<file path="config.mk">
export PLATFORM = sky130hd
export DESIGN_NAME = spi_wavetable_loader
export DESIGN_NICKNAME = d
export VERILOG_FILES = /design/src/rtl/spi_wavetable_loader_pkg.sv /design/src/rtl/spi_wavetable_loader_sync_edge.sv /design/src/rtl/spi_wavetable_loader.sv
export SDC_FILE = /design/constraint.sdc
export NUM_CORES = 1
export LEC_CHECK = 0
export ABC_CLOCK_PERIOD_IN_PS = 3200
export CAP_MARGIN = 20
export CORE_MARGIN = 5
export CORE_UTILIZATION = 63
export CTS_CLUSTER_DIAMETER = 60
export DETAILED_ROUTE_END_ITERATION = 6
export DONT_BUFFER_PORTS = 1
export PLACE_DENSITY = 0.87
export RECOVER_POWER = 50
export SLEW_MARGIN = 20
export SYNTH_ARGS = -nofsm -noshare
export SYNTH_HDL_FRONTEND = slang
export SYNTH_SLANG_ARGS = --single-unit
</file>
<file path="constraint.sdc">
create_clock -name clk -period 3.2 [get_ports clk]
set_clock_uncertainty 0.15 [all_clocks]
set_input_delay 0.16 -clock clk [delete_from_list [all_inputs] [get_ports clk]]
set_output_delay 0.16 -clock clk [all_outputs]
set_load 0.01 [all_outputs]
</file>
<file path="src/rtl/spi_wavetable_loader_pkg.sv">
// -----------------------------------------------------------------------------
// spi_wavetable_loader_pkg
// Shared constants for the SPI wavetable register writer: frame geometry,
// register map addresses and the frame FSM state encoding. The same values
// are mirrored by the oscillator bench and the firmware register headers.
// No ports (package).
// -----------------------------------------------------------------------------
package spi_wavetable_loader_pkg;

    localparam int FRAME_BITS = 16;
    localparam int BYTE_BITS  = FRAME_BITS / 2;
    localparam int NUM_WAVE   = 8;

    // Index of the last bit inside one byte of the frame.
    localparam logic [2:0] BIT_LAST = 3'(BYTE_BITS - 1);

    localparam logic [6:0] ADDR_WAVE0    = 7'h00;
    localparam logic [6:0] ADDR_FREQ_LO  = 7'h08;
    localparam logic [6:0] ADDR_FREQ_MID = 7'h09;
    localparam logic [6:0] ADDR_FREQ_HI  = 7'h0A;
    localparam logic [6:0] ADDR_CTRL     = 7'h0B;

    typedef enum logic [1:0] {
        ST_IDLE = 2'b00,
        ST_CMD  = 2'b01,
        ST_DATA = 2'b10,
        ST_DONE = 2'b11
    } spi_state_e;

endpackage

</file>
<file path="src/rtl/spi_wavetable_loader_sync_edge.sv">
// -----------------------------------------------------------------------------
// spi_wavetable_loader_sync_edge
// Multi-stage synchronizer for one asynchronous SPI pin plus registered
// single-cycle rise/fall pulses derived from the synchronized history.
// Ports:
//   clk      in  system clock
//   rst_n    in  asynchronous active-low reset
//   async_i  in  asynchronous pin
//   level_o  out synchronized level
//   rise_o   out 1-clk pulse after a synchronized 0->1
//   fall_o   out 1-clk pulse after a synchronized 1->0
// RESET_VAL is the idle level of the pin so reset never fakes an edge.
// -----------------------------------------------------------------------------
module spi_wavetable_loader_sync_edge #(
    parameter int   STAGES    = 2,
    parameter logic RESET_VAL = 1'b0
) (
    input  logic clk,
    input  logic rst_n,
    input  logic async_i,
    output logic level_o,
    output logic rise_o,
    output logic fall_o
);

    logic [STAGES-1:0] sync_q;
    logic              prev_q;
    logic              rise_q;
    logic              fall_q;

    // Synchronizer chain, previous-level history and edge pulse registers.
    always_ff @(posedge clk or negedge rst_n) begin
        if (!rst_n) begin
            sync_q <= {STAGES{RESET_VAL}};
            prev_q <= RESET_VAL;
            rise_q <= 1'b0;
            fall_q <= 1'b0;
        end else begin
            sync_q <= {sync_q[STAGES-2:0], async_i};
            prev_q <= sync_q[STAGES-1];
            rise_q <= sync_q[STAGES-1] & ~prev_q;
            fall_q <= ~sync_q[STAGES-1] & prev_q;
        end
    end

    assign level_o = sync_q[STAGES-1];
    assign rise_o  = rise_q;
    assign fall_o  = fall_q;

endmodule

</file>
<file path="src/rtl/spi_wavetable_loader.sv">
// -----------------------------------------------------------------------------
// spi_wavetable_loader
// SPI mode-0 slave register writer for the wavetable synth. A 16-bit frame
// {rw, addr[6:0], data[7:0]} (MSB first) writes (rw=1) or reads (rw=0) one
// register. Owns the 8 wavetable samples, the 24-bit frequency word (loaded
// atomically through two shadow bytes) and the enable/stream_mode controls.
// Ports:
//   clk, rst_n            system clock, asynchronous active-low reset
//   spi_sclk/cs_n/mosi    SPI pins (asynchronous, synchronized inside)
//   spi_miso              read data, 0 while not driving read data
//   wavetable_0..7        sample registers (wavetable_0 = live stream sample)
//   frequency             oscillator phase increment
//   enable, stream_mode   ctrl register bits 0 and 1
//   sample_strobe         1-clk pulse in the cycle wavetable_0 updates
// Build option: SPI_BURST_EN - after the first data byte the frame keeps
// going, each extra byte targeting the next address (7-bit wrap).
// -----------------------------------------------------------------------------
module spi_wavetable_loader
    import spi_wavetable_loader_pkg::*;
#(
    parameter int SYNC_STAGES = 2
) (
    input  logic        clk,
    input  logic        rst_n,
    input  logic        spi_sclk,
    input  logic        spi_cs_n,
    input  logic        spi_mosi,
    output logic        spi_miso,
    output logic [7:0]  wavetable_0,
    output logic [7:0]  wavetable_1,
    output logic [7:0]  wavetable_2,
    output logic [7:0]  wavetable_3,
    output logic [7:0]  wavetable_4,
    output logic [7:0]  wavetable_5,
    output logic [7:0]  wavetable_6,
    output logic [7:0]  wavetable_7,
    output logic [23:0] frequency,
    output logic        enable,
    output logic        stream_mode,
    output logic        sample_strobe
);

    logic sclk_level_unused_s;
    logic sclk_rise_s;
    logic sclk_fall_s;
    logic cs_level_s;
    logic cs_rise_s;
    logic cs_fall_s;
    logic mosi_s;

    logic [SYNC_STAGES-1:0] mosi_sync_q;

    spi_state_e state_q, state_d;
    logic [2:0] bit_cnt_q, bit_cnt_d;
    logic [7:0] shift_q, shift_d;
    logic       rw_q, rw_d;
    logic [6:0] addr_q, addr_d;
    logic [7:0] tx_q, tx_d;
    logic       miso_q, miso_d;
    logic       load_pend_q, load_pend_d;

    logic [7:0] rx_next_s;
    logic [7:0] rd_data_s;
    logic       wr_en_s;
    logic [6:0] wr_addr_s;
    logic [7:0] wr_data_s;

    logic [7:0]  wave_q [NUM_WAVE];
    logic [7:0]  shadow_lo_q;
    logic [7:0]  shadow_mid_q;
    logic [23:0] freq_q;
    logic        enable_q;
    logic        stream_q;
    logic        strobe_q;

    spi_wavetable_loader_sync_edge #(
        .STAGES    (SYNC_STAGES),
        .RESET_VAL (1'b0)
    ) u_sclk_sync (
        .clk     (clk),
        .rst_n   (rst_n),
        .async_i (spi_sclk),
        .level_o (sclk_level_unused_s),
        .rise_o  (sclk_rise_s),
        .fall_o  (sclk_fall_s)
    );

    spi_wavetable_loader_sync_edge #(
        .STAGES    (SYNC_STAGES),
        .RESET_VAL (1'b1)
    ) u_cs_sync (
        .clk     (clk),
        .rst_n   (rst_n),
        .async_i (spi_cs_n),
        .level_o (cs_level_s),
        .rise_o  (cs_rise_s),
        .fall_o  (cs_fall_s)
    );

    // MOSI synchronizer; sampled only on sclk rise pulses, long after it settled.
    always_ff @(posedge clk or negedge rst_n) begin
        if (!rst_n) begin
            mosi_sync_q <= '0;
        end else begin
            mosi_sync_q <= {mosi_sync_q[SYNC_STAGES-2:0], spi_mosi};
        end
    end

    assign mosi_s    = mosi_sync_q[SYNC_STAGES-1];
    assign rx_next_s = {shift_q[6:0], mosi_s};
    assign wr_addr_s = addr_q;
    assign wr_data_s = rx_next_s;

    // Read-back mux: shadows for the low frequency bytes, live word for the top byte.
    always_comb begin
        rd_data_s = 8'h00;
        case (addr_q)
            ADDR_FREQ_LO:  rd_data_s = shadow_lo_q;
            ADDR_FREQ_MID: rd_data_s = shadow_mid_q;
            ADDR_FREQ_HI:  rd_data_s = freq_q[23:16];
            ADDR_CTRL:     rd_data_s = {6'b000000, stream_q, enable_q};
            default: begin
                if (addr_q[6:3] == ADDR_WAVE0[6:3]) begin
                    rd_data_s = wave_q[addr_q[2:0]];
                end else begin
                    rd_data_s = 8'h00;
                end
            end
        endcase
    end

    // Frame FSM state and shift registers.
    always_ff @(posedge clk or negedge rst_n) begin
        if (!rst_n) begin
            state_q     <= ST_IDLE;
            bit_cnt_q   <= 3'd0;
            shift_q     <= 8'h00;
            rw_q        <= 1'b0;
            addr_q      <= 7'h00;
            tx_q        <= 8'h00;
            miso_q      <= 1'b0;
            load_pend_q <= 1'b0;
        end else begin
            state_q     <= state_d;
            bit_cnt_q   <= bit_cnt_d;
            shift_q     <= shift_d;
            rw_q        <= rw_d;
            addr_q      <= addr_d;
            tx_q        <= tx_d;
            miso_q      <= miso_d;
            load_pend_q <= load_pend_d;
        end
    end

    // Frame FSM next state: bit counting, command decode, write commit, MISO shifting.
    always_comb begin
        state_d     = state_q;
        bit_cnt_d   = bit_cnt_q;
        shift_d     = shift_q;
        rw_d        = rw_q;
        addr_d      = addr_q;
        tx_d        = tx_q;
        miso_d      = miso_q;
        load_pend_d = load_pend_q;
        wr_en_s     = 1'b0;

        if (cs_level_s || cs_rise_s) begin
            // Deselect aborts whatever was in flight; nothing is committed.
            state_d     = ST_IDLE;
            bit_cnt_d   = 3'd0;
            miso_d      = 1'b0;
            tx_d        = 8'h00;
            load_pend_d = 1'b0;
        end else begin
            case (state_q)
                ST_IDLE: begin
                    if (cs_fall_s) begin
                        state_d   = ST_CMD;
                        bit_cnt_d = 3'd0;
                        miso_d    = 1'b0;
                    end else begin
                        state_d = ST_IDLE;
                    end
                end
                ST_CMD: begin
                    if (sclk_rise_s) begin
                        shift_d   = rx_next_s;
                        bit_cnt_d = bit_cnt_q + 3'd1;
                        if (bit_cnt_q == BIT_LAST) begin
                            rw_d        = rx_next_s[7];
                            addr_d      = rx_next_s[6:0];
                            load_pend_d = 1'b1;
                            state_d     = ST_DATA;
                        end else begin
                            state_d = ST_CMD;
                        end
                    end else begin
                        state_d = ST_CMD;
                    end
                end
                ST_DATA: begin
                    if (sclk_rise_s) begin
                        shift_d   = rx_next_s;
                        bit_cnt_d = bit_cnt_q + 3'd1;
                        if (bit_cnt_q == BIT_LAST) begin
                            wr_en_s = rw_q;
`ifdef SPI_BURST_EN
                            addr_d      = addr_q + 7'd1;
                            load_pend_d = 1'b1;
                            state_d     = ST_DATA;
`else
                            miso_d  = 1'b0;
                            state_d = ST_DONE;
`endif
                        end else begin
                            state_d = ST_DATA;
                        end
                    end else if (sclk_fall_s) begin
                        // The first fall after a byte boundary loads read data;
                        // later falls shift it out MSB first.
                        if (load_pend_q) begin
                            load_pend_d = 1'b0;
                            if (!rw_q) begin
                                miso_d = rd_data_s[7];
                                tx_d   = {rd_data_s[6:0], 1'b0};
                            end else begin
                                miso_d = 1'b0;
                                tx_d   = 8'h00;
                            end
                        end else begin
                            miso_d = tx_q[7];
                            tx_d   = {tx_q[6:0], 1'b0};
                        end
                    end else begin
                        state_d = ST_DATA;
                    end
                end
                ST_DONE: begin
                    state_d = ST_DONE;
                    miso_d  = 1'b0;
                end
                default: begin
                    state_d = ST_IDLE;
                end
            endcase
        end
    end

    // Register file: commits on the last data bit of a write frame.
    always_ff @(posedge clk or negedge rst_n) begin
        if (!rst_n) begin
            for (int i = 0; i < NUM_WAVE; i++) begin
                wave_q[i] <= 8'h00;
            end
            shadow_lo_q  <= 8'h00;
            shadow_mid_q <= 8'h00;
            freq_q       <= 24'h000000;
            enable_q     <= 1'b0;
            stream_q     <= 1'b0;
            strobe_q     <= 1'b0;
        end else begin
            strobe_q <= 1'b0;
            if (wr_en_s) begin
                case (wr_addr_s)
                    ADDR_FREQ_LO:  shadow_lo_q  <= wr_data_s;
                    ADDR_FREQ_MID: shadow_mid_q <= wr_data_s;
                    // Whole frequency word changes in one clock from the shadows.
                    ADDR_FREQ_HI:  freq_q <= {wr_data_s, shadow_mid_q, shadow_lo_q};
                    ADDR_CTRL: begin
                        enable_q <= wr_data_s[0];
                        stream_q <= wr_data_s[1];
                    end
                    default: begin
                        if (wr_addr_s[6:3] == ADDR_WAVE0[6:3]) begin
                            wave_q[wr_addr_s[2:0]] <= wr_data_s;
                            strobe_q <= (wr_addr_s[2:0] == 3'd0);
                        end
                    end
                endcase
            end
        end
    end

    assign spi_miso      = miso_q;
    assign wavetable_0   = wave_q[0];
    assign wavetable_1   = wave_q[1];
    assign wavetable_2   = wave_q[2];
    assign wavetable_3   = wave_q[3];
    assign wavetable_4   = wave_q[4];
    assign wavetable_5   = wave_q[5];
    assign wavetable_6   = wave_q[6];
    assign wavetable_7   = wave_q[7];
    assign frequency     = freq_q;
    assign enable        = enable_q;
    assign stream_mode   = stream_q;
    assign sample_strobe = strobe_q;

endmodule

</file>
==> flow_summary_export.csv <==
group,metric,value,unit
die,core-area,0.0102,sq mm
clocking,h-tree-depth,4,
clocking,cts_buffers,17,
timing,hold_slack,-0.827,ns
pwr,finalPower,3.93,mW
clocking,insertion_delay,0.53,ns
yosys,synth_fp_nets,485,
clocking,cts_setup_buffers,0,
pwr,p_leak,3.42,nW
placed_design,place_area,0.00666,sq mm
hold_path,min_path_type,"in2async",
yosys,yosys_warnings,0,
placed_design,io_buffers,0,
yosys,syn_avg_cell_area,13.8,sq um
global_route,grt_pass1_vias,4271,
yosys,netlist.top_cell.by_area,"dfrtp_1",
timing,tns,0,ns
yosys,synth.top_cell.area_share,55.4,%
clocking,tritoncts,"yes",
routing,antenna_left,0,
timing,max_freq,0.364,GHz
die,initial_utilization,64.0,%
routing,routed_wl,15300,um
clocking,ctsLongestPathBuffers,2,
yosys,synth_area,0.00655,sq mm
timing,layout_setup_ws,0.455,ns
clocking,path_clk_slew,0.06,ns
clocking,cts_hold_buffers,3,
flow_run,cap_violations,0,
clocking,cts.sinks,148,
global_route,antenna_found_initial,0,
timing,maxSlewHeadroom,49.2,%
global_route,gr-total-overflow,0,
pwr,powerDensity,540,mW/mm^2
cells_and_area,final_nets,487,
critical_path,r2r-end,"frequency[14]",
clocking,cts-root-buf,"clkbuf_8",
global_route,grt_usage,25.9,%
critical_path,crit_buf_inv,1,
timing,worst_slew_pin_slew,0.756,ns
critical_path,crit_slowest_cell,"mux2_2",
critical_path,cp_num_cells,7,
yosys,synth-async-reset-ratio,100,%
critical_path,critical_path.max_stage_delay,0.42,ns
cells_and_area,fin_util,71.1,%
placed_design,gp_congestion,0.905,
critical_path,cp-end-kind,"flop",
routing,drc,0,
global_route,grt_pass1_wl,25000,um
timing,hold_violations,148,
critical_path,cp.required,3.47,ns
cells_and_area,fin_cells,625,
run_status,status,"finished, violations left",
routing,wl_per_cell,24.5,um
critical_path,crit_type,"reg2reg",
timing,min_period_over_period,85.8,%
pwr,irDropWorstVdd,0.376,mV
routing,vias,4082,
global_route,grt_max_degree,149,
timing,slew_viol_final,0,
die,die_y,112,um
critical_path,r2r-start,"state_q[0]",
critical_path,rr_worst_depth,7,
critical_path,crit_end,"frequency[14]",
yosys,synth.distinct_cells,49,
cells_and_area,antennaDiodeCount,0,
yosys,ys_seq_area_share,56.6,%
die,die_w,112,um
die,die_area,0.0125,sq mm
die,ios,97,
routing,drt_first_pass_iters,5,
routing,vias_per_cell,6.53,
run_status,violations,"negative hold slack",
timing,setup_viol,0,
placed_design,dp_hpwl,10200,um
yosys,synth_seq_cells,148,
die,num_rows,37,
yosys,ys_top_cells_by_area,"dfrtp_1, mux2_2, mux4_2, nand2_1, o21ai_0",
critical_path,rrSetupSlack,0.45,ns
routing,drt_iter0_drc,265,
critical_path,critPathLaunchType,"flop",
cells_and_area,final_cell_area,0.00728,sq mm
cells_and_area,area_growth,11.2,%
clocking,post_cts_resized,0,
cells_and_area,drive_above_1_share,38.2,%
critical_path,crit_start,"state_q[0]",
critical_path,cp_cell_sequence,"inv_1, ha_1, nand2_1, or3_4, nor3_2, nand2_2, mux2_2",
critical_path,crit_arrival,3.01,ns
timing,rsz0062_at_grt,"false",
critical_path,timing.critical_path.fanout_max,24,
placed_design,placedCellCount,590,
yosys,synth_cells,474,
placed_design,pre_cts_ws,0.464,ns
critical_path,cp_top_family,"simple AND/OR/NAND/NOR gates",
yosys,synth_edf_count,0,
timing,post-route-min-period,2.75,ns
yosys,dominantRegCellSynth,"dfrtp_1",
Yosys cell counts, drive strengths merged (2+ instances only):
cell,number
a21oi,13
clkbuf,17
nor2,6
a211oi,4
and3,5
dfrtp,145
nor4,5
mux4,13
a31oi,2
mux2,123
or3,2
o311ai,2
dfstp,3
inv,9
buf,10
nand2b,7
mux2i,3
nor3,5
nor2b,10
a22oi,9
o22ai,3
nand2,25
nand3,11
o21ai,17
ha,6
a221oi,7
nand4,2
report_power, final:
part | total (mW) | leakage (nW) | internal [mW] | switching [mW]
registers | 1.91 | 2.04 | 1.88 | 0.0242
clock network | 1.99 | 0.275 | 1.21 | 0.776
logic | 0.0299 | 1.11 | 0.0144 | 0.0154
total | 3.93 | 3.42 | 3.11 | 0.816
layout by cell type (no fill, tap or decap), types with 5 or more instances in the layout:
cell type and instances:
a21oi_1 13, a221oi_1 7, a22oi_1 9, and3_1 5, buf_4 7, clkbuf_16 16
dfrtp_1 144, ha_1 6, inv_1 8, mux2_2 122, mux4_2 13, nand2_1 23
nand2b_1 7, nand3_1 10, nor2_1 5, nor2b_1 10, o21ai_0 17
layout make-up:
class                           instances  area, sq um
Tap cell                              136          170
Fill cell                             661         2950
Timing Repair Buffer                   10         82.6
Clock buffer                           21          439
Clock inverter                         11          151
Multi-Input combinational cell        290         2690
Inverter                                9         33.8
Sequential cell                       148         3710
layer usage:
metal | up-vias | GRT usage, % | routed length, um
met4 | 0 | 9.94 | 419
met1 | 2111 | 33.6 | 6060
met2 | 177 | 39.5 | 7290
li1 | 1759 | - | -
met3 | 35 | 10.6 | 1550
met5 | - | 0 | 0
how the worst min path moves through the flow:
stage	startpoint	endpoint	slack (ns)
after detailed placement	rst_n	frequency[8]	-0.28
after global routing	rst_n	frequency[14]	-0.85
after global placement	rst_n	frequency[8]	-0.28
after floorplan	rst_n	addr_q[0]	-0.29
after CTS	rst_n	shadow_lo_q[2]	-0.85
final	rst_n	frequency[8]	-0.83
logic make-up after synthesis:
| family | count (synthesis) | synth area share [%] |
|---|---|---|
| muxes | 139 | 26.1 |
| AOI/OAI and AO/OA | 62 | 6.12 |
| buffers and inverters | 36 | 2.26 |
| adders and majority gates | 6 | 1.15 |
| and+or+nand+nor | 83 | 7.76 |
| DFF | 148 | 56.6 |
flip-flops by register name, summed over array words and instances (netlist names), 7 cells and up:
name,flops
shadow_lo_q,8
wavetable_5,8
wavetable_3,8
wavetable_7,8
wavetable_0,8
frequency,24
wavetable_2,8
addr_q,7
shadow_mid_q,8
wavetable_4,8
tx_q,7
wavetable_6,8
shift_q,7
wavetable_1,8
worst register-to-register path, delay by kind of cell, from the launching register on:
kind | cells | cell delay (ns)
adder cells (fa/ha/maj) | 1 | 0.32
buffers and inverters | 1 | 0.09
flip-flops | 1 | 0.41
multiplexers | 1 | 0.43
AND/OR/NAND/NOR | 4 | 1.21
Power figures use the tool's default switching activity.
